### src/rtl/load_store_unit_if.sv
// Request/response handshake and data-memory word port
// of the load/store unit, bundled for the MEM stage.
interface load_store_unit_if;
    logic        req_valid;
    logic        req_ready;
    logic        req_write;
    logic [1:0]  req_size;
    logic        req_unsigned;
    logic [31:0] req_address;
    logic [31:0] req_wdata;
    logic        resp_valid;
    logic [31:0] resp_rdata;
    logic        resp_error;
    logic        mem_read;
    logic        mem_write;
    logic [31:0] mem_address;
    logic [31:0] mem_wdata;
    logic [31:0] mem_rdata;

    modport master (
        output req_valid,
        output req_write,
        output req_size,
        output req_unsigned,
        output req_address,
        output req_wdata,
        input  req_ready,
        input  resp_valid,
        input  resp_rdata,
        input  resp_error,
        input  mem_read,
        input  mem_write,
        input  mem_address,
        input  mem_wdata,
        output mem_rdata
    );

    modport slave (
        input  req_valid,
        input  req_write,
        input  req_size,
        input  req_unsigned,
        input  req_address,
        input  req_wdata,
        output req_ready,
        output resp_valid,
        output resp_rdata,
        output resp_error,
        output mem_read,
        output mem_write,
        output mem_address,
        output mem_wdata,
        input  mem_rdata
    );
endinterface

### src/rtl/load_store_unit.sv
// Load/store unit: one request at a time onto a big-endian
// word memory, sub-word stores done as read-modify-write.
module load_store_unit #(
    parameter int unsigned DM_SIZE = 1024
) (
    input logic         clock,
    input logic         reset_n,
    load_store_unit_if.slave bus
);
    typedef enum logic [2:0] {
        IDLE, READ, WRITE, RMW_READ, RMW_WRITE, RESP
    } state_e;

    localparam logic [1:0] SZ_B = 2'b00;
    localparam logic [1:0] SZ_H = 2'b01;
    localparam logic [1:0] SZ_W = 2'b10;
    localparam logic [31:0] MAX_BASE = 32'(DM_SIZE - 4);

    state_e      state_q;
    logic        ready_q;
    logic        rvalid_q;
    logic        rerr_q;
    logic [31:0] rdata_q;
    logic        mrd_q;
    logic        mwr_q;
    logic [31:0] maddr_q;
    logic [31:0] mwdata_q;
    logic [15:0] wdata_q;
    logic [1:0]  size_q;
    logic [1:0]  off_q;
    logic        uns_q;

    logic [31:0] base_d;
    logic        err_d;
    logic [7:0]  lb_d;
    logic [15:0] lh_d;
    logic [31:0] load_d;
    logic [31:0] merge_d;

    always_comb begin
        base_d = {bus.req_address[31:2], 2'b00};
        case (bus.req_size)
            SZ_B:    err_d = 1'b0;
            SZ_H:    err_d = bus.req_address[0];
            SZ_W:    err_d = |bus.req_address[1:0];
            default: err_d = 1'b1;
        endcase
        if (base_d > MAX_BASE) err_d = 1'b1;
    end

    // Big-endian lanes: offset 0 is the most significant byte.
    always_comb begin
        merge_d = bus.mem_rdata;
        lb_d    = bus.mem_rdata[31:24];
        case (off_q)
            2'd0: lb_d = bus.mem_rdata[31:24];
            2'd1: lb_d = bus.mem_rdata[23:16];
            2'd2: lb_d = bus.mem_rdata[15:8];
            default: lb_d = bus.mem_rdata[7:0];
        endcase
        lh_d = off_q[1] ? bus.mem_rdata[15:0]
                        : bus.mem_rdata[31:16];
        if (size_q == SZ_B) begin
            case (off_q)
                2'd0: merge_d[31:24] = wdata_q[7:0];
                2'd1: merge_d[23:16] = wdata_q[7:0];
                2'd2: merge_d[15:8]  = wdata_q[7:0];
                default: merge_d[7:0] = wdata_q[7:0];
            endcase
        end else if (off_q[1]) begin
            merge_d[15:0] = wdata_q;
        end else begin
            merge_d[31:16] = wdata_q;
        end
        case (size_q)
            SZ_B: load_d = {{24{~uns_q & lb_d[7]}}, lb_d};
            SZ_H: load_d = {{16{~uns_q & lh_d[15]}}, lh_d};
            default: load_d = bus.mem_rdata;
        endcase
    end

    always_ff @(posedge clock or negedge reset_n) begin
        if (!reset_n) begin
            state_q  <= IDLE;
            ready_q  <= 1'b1;
            rvalid_q <= 1'b0;
            rerr_q   <= 1'b0;
            rdata_q  <= '0;
            mrd_q    <= 1'b0;
            mwr_q    <= 1'b0;
            maddr_q  <= '0;
            mwdata_q <= '0;
            wdata_q  <= '0;
            size_q   <= SZ_B;
            off_q    <= 2'd0;
            uns_q    <= 1'b0;
        end else begin
            unique case (state_q)
                IDLE: if (bus.req_valid) begin
                    ready_q <= 1'b0;
                    size_q  <= bus.req_size;
                    off_q   <= bus.req_address[1:0];
                    uns_q   <= bus.req_unsigned;
                    wdata_q <= bus.req_wdata[15:0];
                    maddr_q <= base_d;
                    if (err_d) begin
                        state_q  <= RESP;
                        rvalid_q <= 1'b1;
                        rerr_q   <= 1'b1;
                        rdata_q  <= '0;
                    end else if (!bus.req_write) begin
                        state_q <= READ;
                        mrd_q   <= 1'b1;
                    end else if (bus.req_size == SZ_W) begin
                        state_q  <= WRITE;
                        mwr_q    <= 1'b1;
                        mwdata_q <= bus.req_wdata;
                    end else begin
                        state_q <= RMW_READ;
                        mrd_q   <= 1'b1;
                    end
                end
                READ: begin
                    state_q  <= RESP;
                    mrd_q    <= 1'b0;
                    rvalid_q <= 1'b1;
                    rerr_q   <= 1'b0;
                    rdata_q  <= load_d;
                end
                RMW_READ: begin
                    state_q  <= RMW_WRITE;
                    mrd_q    <= 1'b0;
                    mwr_q    <= 1'b1;
                    mwdata_q <= merge_d;
                end
                WRITE, RMW_WRITE: begin
                    state_q  <= RESP;
                    mwr_q    <= 1'b0;
                    mwdata_q <= '0;
                    rvalid_q <= 1'b1;
                    rerr_q   <= 1'b0;
                    rdata_q  <= '0;
                end
                RESP: begin
                    state_q  <= IDLE;
                    rvalid_q <= 1'b0;
                    ready_q  <= 1'b1;
                end
                default: state_q <= IDLE;
            endcase
        end
    end

    assign bus.req_ready   = ready_q;
    assign bus.resp_valid  = rvalid_q;
    assign bus.resp_rdata  = rdata_q;
    assign bus.resp_error  = rerr_q;
    assign bus.mem_read    = mrd_q;
    assign bus.mem_write   = mwr_q;
    assign bus.mem_address = maddr_q;
    assign bus.mem_wdata   = mwdata_q;
endmodule

### src/flat_wrapper.sv
// flat-port wrapper written by rule: the top's interface ports become plain ports
module load_store_unit_flat 
#(
    parameter int unsigned DM_SIZE = 1024
)
  (clock, reset_n, bus_req_valid, bus_req_write, bus_req_size, bus_req_unsigned, bus_req_address, bus_req_wdata, bus_req_ready, bus_resp_valid, bus_resp_rdata, bus_resp_error, bus_mem_read, bus_mem_write, bus_mem_address, bus_mem_wdata, bus_mem_rdata);
  load_store_unit_if bus_i ();
  input logic clock;
  input logic reset_n;
  input wire logic [$bits(bus_i.req_valid)-1:0] bus_req_valid;
  input wire logic [$bits(bus_i.req_write)-1:0] bus_req_write;
  input wire logic [$bits(bus_i.req_size)-1:0] bus_req_size;
  input wire logic [$bits(bus_i.req_unsigned)-1:0] bus_req_unsigned;
  input wire logic [$bits(bus_i.req_address)-1:0] bus_req_address;
  input wire logic [$bits(bus_i.req_wdata)-1:0] bus_req_wdata;
  output wire logic [$bits(bus_i.req_ready)-1:0] bus_req_ready;
  output wire logic [$bits(bus_i.resp_valid)-1:0] bus_resp_valid;
  output wire logic [$bits(bus_i.resp_rdata)-1:0] bus_resp_rdata;
  output wire logic [$bits(bus_i.resp_error)-1:0] bus_resp_error;
  output wire logic [$bits(bus_i.mem_read)-1:0] bus_mem_read;
  output wire logic [$bits(bus_i.mem_write)-1:0] bus_mem_write;
  output wire logic [$bits(bus_i.mem_address)-1:0] bus_mem_address;
  output wire logic [$bits(bus_i.mem_wdata)-1:0] bus_mem_wdata;
  input wire logic [$bits(bus_i.mem_rdata)-1:0] bus_mem_rdata;
  assign bus_i.req_valid = bus_req_valid;
  assign bus_i.req_write = bus_req_write;
  assign bus_i.req_size = bus_req_size;
  assign bus_i.req_unsigned = bus_req_unsigned;
  assign bus_i.req_address = bus_req_address;
  assign bus_i.req_wdata = bus_req_wdata;
  assign bus_req_ready = bus_i.req_ready;
  assign bus_resp_valid = bus_i.resp_valid;
  assign bus_resp_rdata = bus_i.resp_rdata;
  assign bus_resp_error = bus_i.resp_error;
  assign bus_mem_read = bus_i.mem_read;
  assign bus_mem_write = bus_i.mem_write;
  assign bus_mem_address = bus_i.mem_address;
  assign bus_mem_wdata = bus_i.mem_wdata;
  assign bus_i.mem_rdata = bus_mem_rdata;
  load_store_unit #(.DM_SIZE(DM_SIZE)) u_core (.clock(clock), .reset_n(reset_n), .bus(bus_i));
endmodule
### config.mk
export PLATFORM = sky130hd
export DESIGN_NAME = load_store_unit_flat
export DESIGN_NICKNAME = d
export VERILOG_FILES = /design/src/rtl/load_store_unit_if.sv /design/src/rtl/load_store_unit.sv /design/src/flat_wrapper.sv
export SDC_FILE = /design/constraint.sdc
export NUM_CORES = 1
export LEC_CHECK = 0
export ABC_AREA = 1
export ABC_CLOCK_PERIOD_IN_PS = 3010
export CAP_MARGIN = 20
export CORE_MARGIN = 8
export CORE_UTILIZATION = 52
export DETAILED_ROUTE_END_ITERATION = 8
export GPL_TIMING_DRIVEN = 1
export PLACE_DENSITY = 0.86
export SETUP_SLACK_MARGIN = 0.05
export SYNTH_ARGS = -nofsm -noshare
export SYNTH_HDL_FRONTEND = slang
export SYNTH_SLANG_ARGS = --single-unit
### constraint.sdc
create_clock -name clock -period 3.01 [get_ports clock]
set_clock_uncertainty 0.05 [all_clocks]
set_input_delay 0.602 -clock clock [delete_from_list [all_inputs] [get_ports clock]]
set_output_delay 0.602 -clock clock [all_outputs]
set_load 0.02 [all_outputs]
==> run_results.csv <==
group,metric,value,unit
placement,place_hpwl,17.31,mm
cts,cts_setup_buffers,0,
logic_synthesis,synth_area_leaders,"dfrtp_1 (43%), nand2_1 (24%), nand3_1 (11%), o21ai_0 (3.5%), nand4_1 (3.1%)",
cts,hold_buffers,0,
power,power.net_switching,5.096,mW
power,power_frac_clock,18.9,%
detailed_routing,detail_route.wl_per_cell,17.62,µm
timing,fmax,0.4467,GHz
cts,cts_resized,0,
cts,cts_tree,"built",
timing,tightest_slew,0.7062,ns
setup_path,path_max_fanout,2,
finish,drive_above_1_share,6.209,%
setup_path,startpoint_type,"register",
hold_path,hold_class,"in2async",
floorplanning,die_x,132.9,µm
grt,grt_pass1_vias,7593,
setup_path,crit_arrival,1.59,ns
logic_synthesis,yosys-top-cells-count,"nand2_1 (462), nand3_1 (161), dfrtp_1 (122)",
logic_synthesis,syn_area,0.007104,mm²
cts,cts_buffer_depth,2,
floorplanning,initial_core_util,53.43,%
detailed_routing,vias,7821,
grt,grt_max_degree,57,
power,sequentialPowerShare,27.0,%
timing,fin_crit_sh,74.37,%
finish,fillCellCount,1064,
logic_synthesis,synth-main-ff-cell,"dfrtp_1",
cts,path_clk_slew,0.06,ns
finish,multiInputGateArea,0.003491,mm²
timing,layout_min_cycle_time,2.238,ns
placement,gp_congestion,0.9313,
logic_synthesis,synth_top_cell_area_share,42.97,%
detailed_routing,routed_wl,24.39,mm
floorplanning,core,0.01330,mm²
cts,cts_sinks,123,
run,maxCapViolations,0,
logic_synthesis,syn_inst,1024,
grt,grt_overflow,0,
finish,syn_to_final_growth,36.63,%
setup_path,critical_path_class,"reg2out",
finish,diodes,0,
finish,final_net_count,1298,
logic_synthesis,synth_area_per_cell,6.938,µm²
logic_synthesis,ys_ff_latch,123,
power,powerDensity,1124,mW/mm²
timing,final-hold-violation-count,0,
logic_synthesis,yosysMostFrequentCell,"nand2_1",
logic_synthesis,synth_edf_count,0,
setup_path,crit_chain,"clkdlybuf4s50_1",
power,p_total,10.91,mW
setup_path,crit_slowest_cell,"clkdlybuf4s50_1",
power,power_leakage,4.729,nW
cts,clk_latency,0.43,ns
setup_path,path_buf_inv,1,
power,combPwrFrac,54.1,%
power,peakVddDrop,0.6871,mV
logic_synthesis,yosysTopAreaCell,"dfrtp_1",
cts,root_buffer,"clkbuf_16",
timing,rsz0062_at_grt,"no",
detailed_routing,via_per_inst,5.651,
setup_path,cp.required,2.36,ns
logic_synthesis,seq_area_frac_synth,43.34,%
timing,setup-tns-final,0,ns
setup_path,critical-path-max-stage-delay,0.62,ns
detailed_routing,drc_errors,0,
detailed_routing,postRouteAntennaNets,0,
outcome,status,"complete, no violations",
finish,seq_area,0.003080,mm²
floorplanning,dieHeight,132.9,µm
logic_synthesis,synthArstFlopShare,100.0,%
setup_path,cp_top_family,"buffers and inverters",
cts,cts-buffers-inserted,17,
cts,htreeDepth,4,
timing,relSlewSlack,52.87,%
floorplanning,die_area,0.01766,mm²
timing,finalMaxSlewViolations,0,
grt,grt_antenna_before_repair,0,
placement,io_buffers,201,
grt,grt_pass1_wl,39.03,mm
power,internal_power,5.817,mW
grt,grt_usage,27.40,%
power,swShare,46.70,%
logic_synthesis,synth_cell_types,31,
timing,setup_viol,0,
logic_synthesis,synth_warnings,0,
floorplanning,rows,42,
detailed_routing,drt_iter0_drc,977,
detailed_routing,first_pass_iters,8,
floorplanning,io_pins,204,
setup_path,worstSetupEndpointType,"output port",
==> path summary, 6_finish.rpt <==
kind                                              endpoint  slack, ns  cells past startpoint                       start
worst max-delay path                         bus_req_ready       0.77                      1        u_core.bus.req_ready
worst min-delay path             u_core.bus.resp_rdata[14]       0.07                      1                     reset_n
worst max register to register    u_core.bus.resp_rdata[1]       0.80                     10           u_core.state_q[1]
worst min register to register  u_core.bus.mem_address[27]       0.42                      2  u_core.bus.mem_address[27]
max in group asynchronous             u_core.bus.req_ready       2.11                      2                     reset_n
min in group clock              u_core.bus.mem_address[27]       0.42                      2  u_core.bus.mem_address[27]
==> area by class of cell <==
cell class / count / area share, %
tap: 176 / 2.269
clock inverter: 15 / 1.689
inverter: 39 / 1.508
sequential: 123 / 31.73
clock buffer: 17 / 4.383
multi-input combinational: 792 / 35.96
timing repair buffer: 222 / 22.45
==> logic make-up after synthesis <==
family	synth area share [%]
other	0.05278
buffers and inverters	7.644
AOI/OAI and AO/OA	5.970
DFF	43.34
and+or+nand+nor	42.99
==> metrics by stage <==
stage	utilization [%]	setup WS, ns	instances	hold slack [ns]	instance area (µm²)
2_1_floorplan	-	1.294	1025	0.2564	7108
3_3_place_gp	68.58	0.5562	1352	0.4032	9117
3_5_place_dp	68.58	0.4825	1352	0.4076	9117
4_1_cts	73.01	0.7539	1384	0.07007	9707
5_1_grt	73.01	0.6494	1384	0.08103	9707
6_report	73.01	0.7716	1384	0.06503	9707
==> layer usage <==
| layer | up-vias | global-route usage (%) | wire length (µm) |
|---|---|---|---|
| li1 | 3674 | - | - |
| met1 | 3618 | 32.10 | 9244 |
| met2 | 447 | 43.53 | 11310 |
| met3 | 82 | 10.14 | 2780 |
| met4 | 0 | 13.25 | 1051 |
| met5 | - | 0 | 0 |
==> sequential cells by signal (all words and copies together) (netlist names) <==
signal,flops
u_core.bus.mem_address,30
u_core.bus.mem_read,1
u_core.bus.mem_wdata,32
u_core.bus.mem_write,1
u_core.bus.req_ready,1
u_core.bus.resp_error,1
u_core.bus.resp_rdata,32
u_core.bus.resp_valid,1
u_core.off_q,2
u_core.size_q,2
u_core.state_q,3
u_core.uns_q,1
u_core.wdata_q,16
==> placed cells by master (no fill, tap or decap), types with 2 or more instances in the layout <==
cell type | netlist | layout
nor3_1 | 9 | 9
nor2_2 | 5 | 4
clkinvlp_4 | 0 | 4
bufinv_16 | 0 | 2
dfrtp_1 | 122 | 121
buf_4 | 8 | 21
o21ai_2 | 2 | 2
conb_1 | 1 | 2
nand4_1 | 35 | 35
clkinv_2 | 0 | 2
o21ai_0 | 50 | 50
nor2_1 | 31 | 31
o22ai_1 | 7 | 7
nor2_4 | 3 | 4
clkbuf_16 | 0 | 17
inv_6 | 0 | 5
nand3_1 | 161 | 161
nand2_1 | 462 | 462
clkdlybuf4s50_1 | 0 | 200
inv_2 | 5 | 5
a21oi_1 | 11 | 11
o211ai_1 | 6 | 6
inv_1 | 33 | 33
==> power groups by stage <==
stage          Combinational, mW  Clock [mW]  Sequential, mW
2_1_floorplan               3.19           0            3.50
3_3_place_gp                5.70           0            2.92
3_5_place_dp                5.83           0            2.93
4_1_cts                     5.88        2.08            2.92
5_1_grt                     6.48        2.16            3.02
6_report                    5.91        2.06            2.94
==> worst register-to-register path: cells and delay by family, from the launching register on <==
| family | cells | cell delay [ns] |
|---|---|---|
| AO/OA/AOI/OAI | 2 | 0.21 |
| buffers and inverters | 4 | 0.88 |
| flip-flops | 1 | 0.42 |
| AND/OR/NAND/NOR | 4 | 0.53 |
No activity file was read; power rests on OpenSTA's default activity.
